===== src/rtl/sram_seg_pkg.sv =====
// Shared types and elaboration-time helpers for the SRAM 7-segment bus monitor.
// Optional build macro used by this block: SRAM_SEG_SAT_EN (saturated out-of-range address field).
package sram_seg_pkg;

  typedef enum logic {
    ST_LIVE   = 1'b0,
    ST_BROWSE = 1'b1
  } state_e;

  // Entry layout in the default configuration (8-bit address field, 8-bit data).
  // The top re-declares the same field order sized by its own parameters.
  localparam int DEF_AF_W   = 8;
  localparam int DEF_DATA_W = 8;

  typedef struct packed {
    logic                  we;
    logic                  ovf;
    logic [DEF_AF_W-1:0]   addr_field;
    logic [DEF_DATA_W-1:0] data;
  } entry_t;

  function automatic int clog2(input int value);
    int r;
    r = 0;
    for (int v = value - 1; v > 0; v = v >> 1) begin
      r = r + 1;
    end
    return r;
  endfunction

  // Address field gets whatever hex digits the data field leaves over.
  function automatic int af_w(input int seg_digits, input int data_w);
    return 4 * seg_digits - data_w;
  endfunction

endpackage


===== src/rtl/sram_seg_fmt.sv =====
// Address range check and address-field packing for one captured SRAM access.
// SRAM_SEG_SAT_EN selects all-ones instead of all-zeros for an out-of-range address.
module sram_seg_fmt
  import sram_seg_pkg::*;
#(
  parameter int ADDR_W = 23,
  parameter int AF_W   = 8
) (
  input  logic [ADDR_W-1:0] addr_i,
  output logic [AF_W-1:0]   addr_field_o,
  output logic              ovf_o
);

  logic [AF_W-1:0] in_field;
  logic            out_of_range;

  // Out of range means any bit above the field is set, i.e. addr > 2^AF_W-1.
  if (ADDR_W > AF_W) begin : g_wide
    assign out_of_range = |addr_i[ADDR_W-1:AF_W];
    assign in_field     = addr_i[AF_W-1:0];
  end else begin : g_narrow
    assign out_of_range = 1'b0;
    assign in_field     = AF_W'(addr_i);
  end

  always_comb begin
    ovf_o = out_of_range;
`ifdef SRAM_SEG_SAT_EN
    addr_field_o = out_of_range ? '1 : in_field;
`else
    addr_field_o = out_of_range ? '0 : in_field;
`endif
  end

endmodule


===== src/rtl/sram_seg_monitor.sv =====
// SRAM access history monitor: ring buffer of completed accesses, browse FSM and
// registered 7-segment display word. Build macro: SRAM_SEG_SAT_EN (see sram_seg_fmt).
module sram_seg_monitor
  import sram_seg_pkg::*;
#(
  parameter int ADDR_W     = 23,
  parameter int DATA_W     = 8,
  parameter int SEG_DIGITS = 4,
  parameter int HIST_DEPTH = 8
) (
  input  logic                          clk,
  input  logic                          rst,
  input  logic                          bus_valid,
  input  logic                          bus_we,
  input  logic [ADDR_W-1:0]             bus_addr,
  input  logic [DATA_W-1:0]             bus_data,
  input  logic                          btn_prev,
  input  logic                          btn_next,
  input  logic                          freeze,
  output logic [4*SEG_DIGITS-1:0]       data_to_seg,
  output logic                          entry_we,
  output logic                          entry_valid,
  output logic                          addr_ovf,
  output logic [clog2(HIST_DEPTH)-1:0]  view_ofs,
  output logic                          dropped
);

  localparam int DW   = 4 * SEG_DIGITS;
  localparam int AF_W = af_w(SEG_DIGITS, DATA_W);
  localparam int PW   = clog2(HIST_DEPTH);
  localparam int CW   = PW + 1;
  localparam logic [CW-1:0] FULL = CW'(HIST_DEPTH);

  typedef struct packed {
    logic              we;
    logic              ovf;
    logic [AF_W-1:0]   addr_field;
    logic [DATA_W-1:0] data;
  } hist_entry_t;

  logic [AF_W-1:0] cap_field;
  logic            cap_ovf;
  hist_entry_t     new_entry;

  sram_seg_fmt #(
    .ADDR_W (ADDR_W),
    .AF_W   (AF_W)
  ) u_fmt (
    .addr_i       (bus_addr),
    .addr_field_o (cap_field),
    .ovf_o        (cap_ovf)
  );

  always_comb begin
    new_entry.we         = bus_we;
    new_entry.ovf        = cap_ovf;
    new_entry.addr_field = cap_field;
    new_entry.data       = bus_data;
  end

  state_e          state_q, state_d;
  logic [PW-1:0]   wr_ptr_q, wr_ptr_d;
  logic [PW-1:0]   view_q, view_d;
  logic [CW-1:0]   count_q, count_d;
  logic [PW-1:0]   rd_idx;
  hist_entry_t     mem_q [HIST_DEPTH];
  hist_entry_t     sel_entry;

  logic            prev_only, next_only;
  logic            capture, drop;

  logic [DW-1:0]   seg_q;
  logic            we_q, valid_q, ovf_q, dropped_q;

  // Simultaneous prev and next cancel each other.
  assign prev_only = btn_prev & ~btn_next;
  assign next_only = btn_next & ~btn_prev;

  assign capture = bus_valid & ~freeze & (state_q == ST_LIVE) & ~rst;
  assign drop    = bus_valid & (freeze | (state_q == ST_BROWSE));

  always_comb begin
    state_d = state_q;
    view_d  = view_q;
    case (state_q)
      ST_LIVE: begin
        if (prev_only && (count_q >= CW'(2))) begin
          state_d = ST_BROWSE;
          view_d  = PW'(1);
        end
      end
      ST_BROWSE: begin
        if (prev_only) begin
          if ({1'b0, view_q} < (count_q - CW'(1))) begin
            view_d = view_q + PW'(1);
          end
        end else if (next_only) begin
          if (view_q == PW'(1)) begin
            state_d = ST_LIVE;
            view_d  = '0;
          end else begin
            view_d = view_q - PW'(1);
          end
        end
      end
      default: begin
        state_d = ST_LIVE;
        view_d  = '0;
      end
    endcase
  end

  always_comb begin
    wr_ptr_d = wr_ptr_q;
    count_d  = count_q;
    if (capture) begin
      wr_ptr_d = wr_ptr_q + PW'(1);
      if (count_q != FULL) begin
        count_d = count_q + CW'(1);
      end
    end
  end

  // Display index is computed from next-state values so the output register
  // reflects a capture or button press one cycle later; a same-cycle write is bypassed.
  always_comb begin
    rd_idx = wr_ptr_d - PW'(1) - view_d;
    if (capture && (rd_idx == wr_ptr_q)) begin
      sel_entry = new_entry;
    end else begin
      sel_entry = mem_q[rd_idx];
    end
  end

  always_ff @(posedge clk) begin
    if (capture) begin
      mem_q[wr_ptr_q] <= new_entry;
    end
  end

  always_ff @(posedge clk) begin
    if (rst) begin
      state_q   <= ST_LIVE;
      wr_ptr_q  <= '0;
      count_q   <= '0;
      view_q    <= '0;
      seg_q     <= '0;
      we_q      <= 1'b0;
      valid_q   <= 1'b0;
      ovf_q     <= 1'b0;
      dropped_q <= 1'b0;
    end else begin
      state_q   <= state_d;
      wr_ptr_q  <= wr_ptr_d;
      count_q   <= count_d;
      view_q    <= view_d;
      dropped_q <= dropped_q | drop;
      if (count_d == '0) begin
        seg_q   <= '0;
        we_q    <= 1'b0;
        valid_q <= 1'b0;
        ovf_q   <= 1'b0;
      end else begin
        seg_q   <= {sel_entry.addr_field, sel_entry.data};
        we_q    <= sel_entry.we;
        valid_q <= 1'b1;
        ovf_q   <= sel_entry.ovf;
      end
    end
  end

  assign data_to_seg = seg_q;
  assign entry_we    = we_q;
  assign entry_valid = valid_q;
  assign addr_ovf    = ovf_q;
  assign view_ofs    = view_q;
  assign dropped     = dropped_q;

endmodule


===== config.mk =====
export PLATFORM = sky130hd
export DESIGN_NAME = sram_seg_monitor
export DESIGN_NICKNAME = d
export VERILOG_FILES = /design/src/rtl/sram_seg_pkg.sv /design/src/rtl/sram_seg_fmt.sv /design/src/rtl/sram_seg_monitor.sv
export SDC_FILE = /design/constraint.sdc
export NUM_CORES = 1
export LEC_CHECK = 0
export CAP_MARGIN = 15
export CORE_MARGIN = 8
export CORE_UTILIZATION = 35
export CTS_CLUSTER_SIZE = 40
export DETAILED_ROUTE_END_ITERATION = 16
export GPL_ROUTABILITY_DRIVEN = 0
export RECOVER_POWER = 50
export SYNTH_ARGS = -nofsm -noshare
export SYNTH_HDL_FRONTEND = slang
export SYNTH_SLANG_ARGS = --single-unit

===== constraint.sdc =====
create_clock -name clk -period 8.98 [get_ports clk]
set_input_delay 1.347 -clock clk [delete_from_list [all_inputs] [get_ports clk]]
set_output_delay 1.347 -clock clk [all_outputs]
set_load 0.02 [all_outputs]

* Word-level counts from Yosys, hierarchy flattened *
Memory sizes are Yosys's and may differ from the RTL's. A register that Yosys moved wholly into a read port is not among the register bits.
Cells that the tools add are included.

word-level totals
  flip-flop bits (word level) = 13
  bits in latches = 0
  memory bits (writable) = 144
  bits in read-only memories = 0
  output and inout bits = 23
  word-level logic and storage cells = 53
  memories kept = 1

operators by class
  add/sub/neg operators = 7
  $mul = 0
  div/mod/pow operators = 0
  order comparisons = 2
  equality and inequality tests = 2
  shift operators = 0
  mux-type cells = 18
  bitwise gates (word level) = 13
  reductions and logical operators = 4

memories
  name   depth  bits a word  rd ports  clocked after Yosys merged registers in  write ports  RTL line                source
  mem_q  8      18           1         1                                        1            sram_seg_monitor.sv:66  hist_entry_t mem_q [HIST_DEPTH];

operator list
  cell                                                                                 count
  3-bit 2-to-1 mux                                                                     6
  15-bit OR reduction                                                                  1
  4-bit 2-to-1 mux                                                                     2
  8-bit 2-to-1 mux                                                                     1
  1-bit 2-to-1 mux                                                                     7
  3-bit by 1-bit adder with 3-bit output, second input constant                        2
  1-bit bitwise AND                                                                    6
  3-bit one-hot mux with 2 select lines                                                1
  3-bit by 1-bit subtractor with 3-bit output, second input constant                   2
  1-bit inverter                                                                       5
  4-bit by 1-bit adder with 4-bit output, second input constant                        1
  4-bit by 2-bit greater-or-equal comparator with 1-bit output, second input constant  1
  4-bit logical NOT                                                                    1
  3-bit by 4-bit < comparator with 1-bit output                                        1
  4-bit inequality test, second input constant                                         1
  4-bit by 1-bit subtractor with 4-bit output, second input constant                   1
  3-bit by 1-bit == test with 1-bit output, second input constant                      1
  3-bit subtractor                                                                     1
  1-bit OR                                                                             2
  1-bit one-hot mux with 2 select lines                                                1
  2-bit OR reduction                                                                   1
  1-bit logical AND                                                                    1

* Logic depth before layout (Yosys ltp) *
Gate-level depths: netlist of the first run.

  depth after elaboration = 7
  mapped depth = 20
  gate-level depth less buffers = 17

* Hierarchy *
A second synthesis of the first run with hierarchy kept.

unflattened totals
  cells, all modules = 426
  area, all modules = 7,223.2 µm²

by module, submodules not included
  module            times used  cells each  area an instance (µm²)
  sram_seg_monitor  1           411         7,129.3
  sram_seg_fmt      1           15          93.8

* Least setup slack after synthesis of the first run *
No wires, ideal clock.

  path type = input to register
  start = in btn_next
  end = reg seg_q[7] (netlist: data_to_seg[7])
  arrival time = 4.202 ns
  required time = 8.914 ns
  slack = 4.712 ns
  cell stages on the path = 13
  path buffers = 3
  cells stage by stage = nand2b_1 a21oi_1 nor2_1 a221o_1 a22o_1 fa_1 buf_1 xor2_1 nand3_1 or2_1 buf_4 buf_6 a21oi_2

on the way
  longest elaborated chain between the ends = 6
  elaborated cells between the ends (all ways) = 9
  classes of those cells = add/sub (1); mux (4); bitwise (3); reduce/logical (1)

ends and longest elaborated chain
  item                                       RTL line                 source
  start: declaration                         sram_seg_monitor.sv:18   input logic btn_next,
  1-bit inverter                             sram_seg_monitor.sv:76   assign prev_only = btn_prev & ~btn_next;
  1-bit bitwise AND                          sram_seg_monitor.sv:76
  1-bit logical AND                          sram_seg_monitor.sv:87   if (prev_only && (count_q >= CW'(2))) begin
  3-bit 2-to-1 mux                           sram_seg_monitor.sv:87
  3-bit one-hot mux with 2 select lines (*)  sram_seg_monitor.sv:85   case (state_q)
  via view_d[1]                              sram_seg_monitor.sv:63   logic [PW-1:0] view_q, view_d;
  3-bit subtractor (*)                       sram_seg_monitor.sv:127  rd_idx = wr_ptr_d - PW'(1) - view_d;
  end signal: assignment                     sram_seg_monitor.sv:164  seg_q <= {sel_entry.addr_field, sel_entry.data};
  end: declaration                           sram_seg_monitor.sv:72   logic [DW-1:0] seg_q;

The timed path passes the listed nets; every way through them passes the cells marked *.
A chain may end at the register's enable or synchronous reset.

* Worst setup path after layout of the first run *
  start = in rst
  end = reg we_q (netlist: entry_we)

on the way
  longest elaborated chain between the ends = 5
  elaborated cells between the ends (all ways) = 8
  classes of those cells = add/sub (2); mux (2); bitwise (2); reduce/logical (2)

ends and longest elaborated chain
  item                                         RTL line                 source
  start: declaration                           sram_seg_monitor.sv:12   input logic rst,
  1-bit inverter                               sram_seg_monitor.sv:79   assign capture = bus_valid & ~freeze & (state_q == ST_LIVE) & ~rst;
  1-bit bitwise AND                            sram_seg_monitor.sv:79
  3-bit 2-to-1 mux                             sram_seg_monitor.sv:116  if (capture) begin
  via wr_ptr_d[0]                              sram_seg_monitor.sv:62   logic [PW-1:0] wr_ptr_q, wr_ptr_d;
  3-bit by 1-bit subtractor with 3-bit output  sram_seg_monitor.sv:127
  3-bit subtractor                             sram_seg_monitor.sv:127
  end signal: assignment                       sram_seg_monitor.sv:165  we_q <= sel_entry.we;
  end: declaration                             sram_seg_monitor.sv:73   logic we_q, valid_q, ovf_q, dropped_q;

The timed path passes the listed nets, and every way through them passes these cells.

==> flow_summary.ini, run 1 <==
[cts]
cts-resized-gates = 0
path_clk_slew_ns = 0.06
cts_root_buf = clkbuf_16
cts_hold_buf = 0
cts_setup_buffers = 0
cts_tree = yes
clock_latency_ns = 0.43
htree_levels = 4
cts_buffers = 17
cts_sinks = 175
cts.path.max_buffers = 2

[drt]
vias = 3821
drt_pass1_iterations = 5
wl_mm = 14.9
via_per_inst = 5.05
drc_errors = 0
ant_nets = 0
wl_per_cell_um = 19.7
drt_iter0_markers = 331

[sta]
fin_skew_ns = 0.00612
finalCritPeriodShare_pct = 66.5
drv_slew = 0
setup_viol_count_final = 0
fin_crit_ns = 5.97
worst_pin_slew_ns = 1.04
tns_ns = 0
hold_viol = 0
grt_setup_unrepaired = false
slew_headroom_pct = 30.5
clock.fmax_mhz = 168

[synthesis]
ys_warn_count = 0
ys_ff_latch = 175
syn_avg_cell_area_um2 = 17.9
syn_inst = 404
synth_area_mm2 = 0.00722
ys_types = 51
syn_nets = 453
synth_edf_count = 144
yosysSeqAreaShare_pct = 68.5
async_flop_share_pct = 0
synth_flop_cell = edfxtp_1

[power]
ir_worst_vdd_mv = 0.105
leakage_nw = 2.79
powerDensity_mw_per_mm2 = 210
power_mw = 1.83

[setup_path]
cp_data_required_time_ns = 9.33
cp-end-kind = flop
crit_type = in -> reg
arrival_ns = 6.32
critPathLaunchType = primary input
crit_fanout = 37

[floorplanning]
initial_utilization_pct = 35.7
coreArea_mm2 = 0.0202
io_pins = 61
num_rows = 52
die_h_um = 160
dieArea_mm2 = 0.0255
chipWidth_um = 160

[layout]
nets = 522
antenna_cells = 0
fin_util_pct = 43.2
syn_to_final_growth_pct = 21.0
drive_gt1_share_pct = 21.4

[global_routing]
grt_pass1_wl_mm = 23.3
antenna_found_initial = 0
overflow = 0
grt_max_degree = 38
grt_pass1_vias = 4159
grt_use_total_pct = 12.1

[run]
max_cap_viol_count = 0

[place]
place.port_buffers = 60
dp_hpwl_mm = 9.03

[worst_hold_path]
min_path_type = reg -> reg

[outcome]
outcome = finished, final reports clean
-- cell usage after synthesis (all sizes together), types with 5 or more instances --
cell | instances | area, um2
mux4 | 36 | 811
o31ai | 18 | 135
mux2i | 20 | 213
dfxtp | 31 | 621
inv | 9 | 33.8
a21oi | 27 | 173
clkbuf | 6 | 22.5
nor3 | 8 | 51.3
xnor2 | 6 | 78.8
edfxtp | 144 | 4320
and2 | 8 | 50.1
nor2 | 16 | 60.1
nor4 | 5 | 31.3
nand2 | 7 | 26.3
buf | 13 | 103
ha | 10 | 125
-- final cells by class --
type | instances | area, um2
tap | 270 | 338
fill | 1740 | 11500
multi-input combinational | 199 | 2110
clock inverter | 14 | 178
clock buffer | 18 | 439
timing repair buffer | 71 | 687
sequential | 175 | 4940
inverter | 9 | 33.8
-- placed cells by master (no fill, tap or decap), types with 5 or more instances in the layout --
master,n
buf_4,10
and2_0,8
ha_1,9
a21oi_2,10
clkdlybuf4s50_1,27
mux2i_1,20
nand2_1,7
dlygate4sd3_1,33
clkbuf_16,17
inv_6,5
o31ai_1,18
dfxtp_1,31
inv_1,9
edfxtp_1,144
mux4_2,36
nor2_1,16
a21oi_1,17
-- state kept, by name, indices dropped and copies added (netlist names) --
register,cells
view_ofs,3
state_q,1
count_q,4
wr_ptr_q,3
entry_valid,1
addr_ovf,1
entry_we,1
mem_q,144
dropped,1
data_to_seg,16
-- power breakdown --
| part | switching, mW | total [mW] | internal [mW] |
|---|---|---|---|
| Sequential | 0.00553 | 0.887 | 0.882 |
| Combinational | 0.0945 | 0.186 | 0.0911 |
| Clock | 0.311 | 0.760 | 0.449 |
| Total | 0.411 | 1.83 | 1.42 |
-- metrics by stage --
stage	cells	setup WS (ns)	hold WS, ns	cell area, um2
floorplan	404	4.71	0.522	7220
global placement	723	2.66	0.437	8120
global route	756	2.73	0.488	8730
CTS	755	3.00	0.463	8730
detailed placement	723	2.57	0.454	8120
finish	756	3.01	0.454	8730
-- cell families (layout without fill, tap and decap cells) --
family                   Yosys count  after routing  share of synthesized area (%)
adder cells (fa/ha/maj)           11             11                           2.01
XOR/XNOR                          11             11                           1.91
AO/OA/AOI/OAI                     57             57                           5.74
buffers and inverters             30            112                           2.44
multiplexers                      57             57                           14.3
flip-flops                       175            175                           68.5
AND/OR/NAND/NOR                   63             63                           5.05
-- final timing paths --
kind	from	end	slack [ns]	cells after the start
worst min-delay path	dropped	dropped	0.45	2
worst max-delay path	rst	entry_we	3.01	11
worst max register to register	count_q[0]	entry_we	3.37	16
worst min register to register	dropped	dropped	0.45	2
-- per-layer routing --
layer / routed length, um / vias up / track usage [%]
met2: 8120 / 96 / 21.7
met4: 226 / 0 / 4.67
met5: 0 / - / 0
met1: 5850 / 1962 / 13.7
li1: - / 1749 / -
met3: 734 / 14 / 2.92
-- critical path: stages --
cell	delay [ns]
dlygate4sd3_1	0.76
or4b_1	0.71
xnor2_1	0.24
ha_2	0.19
inv_1	0.04
fa_1	0.47
buf_4	0.49
xor2_1	0.19
nand3_1	0.68
or2_1	0.89
a21oi_1	0.27
Power figures use the tool's default switching activity.
==> inputs of run 2 (changes only) <==
==> constraint.sdc (replaced) <==
create_clock -name clk -period 6.2 [get_ports clk]
set_input_delay 0.93 -clock clk [delete_from_list [all_inputs] [get_ports clk]]
set_output_delay 0.93 -clock clk [all_outputs]
set_load 0.02 [all_outputs]
==> run 2 against run 1 <==
Against the previous run: the run now ends with capacitance limit, slew limit left; clock skew increased by 0.0033 ns; worst setup slack got worse by 1.8 ns; global-route usage increased by 0.14 points.
==> flow_summary.ini, run 2 (same netlist as run 1, synthesis figures left out) <==
[drt]
wl_per_cell_um = 20.0
drt_iter0_markers = 193
drc_errors = 0
ant_nets = 0
wl_mm = 15.2
via_per_inst = 4.99
drt_pass1_iterations = 4
vias = 3791

[place]
dpl.cell_count = 727
dpl-instance-area_mm2 = 0.00815
dp_hpwl_mm = 9.33
place.port_buffers = 60

[worst_hold_path]
min_path_type = reg -> reg

[layout]
fin_util_pct = 43.5
drive_gt1_share_pct = 21.7
final_cell_mix = edfxtp_1 (144), mux4_2 (36), dfxtp_1 (31)
top_register = mem_q
antenna_cells = 0
largest_register_ffs = 144
nets = 525
syn_to_final_growth_pct = 21.9
finalNonFillerCells = 759
fin_area_mm2 = 0.00880
mostFrequentLayoutCell = edfxtp_1

[cts]
cts_tree = yes
cts.path.max_buffers = 2
path_clk_slew_ns = 0.07
cts_hold_buf = 0
cts_buffers = 17
cts_setup_buffers = 0
htree_levels = 4
cts-resized-gates = 0
cts_sinks = 175
cts_root_buf = clkbuf_16
clock_latency_ns = 0.43

[global_routing]
grt_use_total_pct = 12.3
overflow = 0
grt_pass1_wl_mm = 23.7
antenna_found_initial = 0
grt_max_degree = 37
grt_pass1_vias = 4124

[setup_path]
arrival_ns = 5.33
critPathBufInv = 2
cp_top_family = simple AND/OR/NAND/NOR gates
cp_cell_sequence = dlygate4sd3_1 -> nor4b_1 -> mux2i_1 -> fa_1 -> xnor3_2 -> or2_1 -> buf_4 -> a21oi_1
crit_slowest_cell = nor4b_1
cp_data_required_time_ns = 6.51
cp-end-kind = flop
crit_type = in -> reg
critPathLaunchType = primary input
crit_fanout = 19
critPathMaxStageDelay_ns = 1.37

[sta]
fin_crit_ns = 5.02
drv_slew = 11
setup_viol_count_final = 0
clock.fmax_mhz = 199
fin_skew_ns = 0.00943
slew_headroom_pct = -13.9
fin_hold_ws_ns = 0.450
worst_pin_slew_ns = 1.68
tns_ns = 0
finalCritPeriodShare_pct = 80.9
hold_viol = 0
grt_setup_unrepaired = false

[power]
ir_worst_vdd_mv = 0.180
powerDensity_mw_per_mm2 = 313
leakage_nw = 2.81

[floorplanning]
chipWidth_um = 160
io_pins = 61
num_rows = 52
dieArea_mm2 = 0.0255
die_h_um = 160
initial_utilization_pct = 35.7
coreArea_mm2 = 0.0202

[outcome]
violations = capacitance limit, slew limit
outcome = complete, but fails checks

[run]
max_cap_viol_count = 1
[run 2: path summary, 6_finish.rpt]
kind,slack [ns],startpoint,cells past startpoint,to
setup / recovery,1.18,freeze,8,data_to_seg[0]
setup reg to reg,1.52,count_q[0],15,data_to_seg[0]
hold / removal,0.45,dropped,2,dropped
hold reg to reg,0.45,dropped,2,dropped
[run 2: layout make-up]
type / count / area (um2)
clock buffer: 18 / 429
fill: 1727 / 11400
tap: 270 / 338
timing repair buffer: 74 / 706
multi-input combinational: 199 / 2110
inverter: 9 / 33.8
clock inverter: 14 / 239
sequential: 175 / 4940
[run 2: layer usage]
layer  wire length [um]  part of all wire [%]  vias to the layer above  GRT usage (%)
li1                   -                     -                     1753              -
met1               6360                    42                     1935           14.8
met2               7930                    52                       84           21.1
met3                640                   4.2                       19           2.59
met4                256                   1.7                        0           4.72
met5                  0                     0                        -              0
[run 2: power breakdown]
group	leakage, nW	switching (mW)	internal [mW]
clock	0.317	0.445	0.757
combinational	0.994	0.138	0.133
sequential	1.50	0.00770	1.28
[run 2: tightest hold or removal path: cells and delay by family, from the launching register on]
kind                   cells  cell delay (ns)
AOI/OAI and AO/OA          1             0.05
DFF                        1             0.31
buffers and inverters      1             0.05
[run 2: through the flow]
step / setup slack [ns] / total power, mW
after floorplan: 2.07 / 1.50
after global routing: 0.898 / 2.85
after global placement: 1.44 / 1.59
final: 1.18 / 2.76
after CTS: 1.54 / 2.79
after detailed placement: 1.42 / 1.59
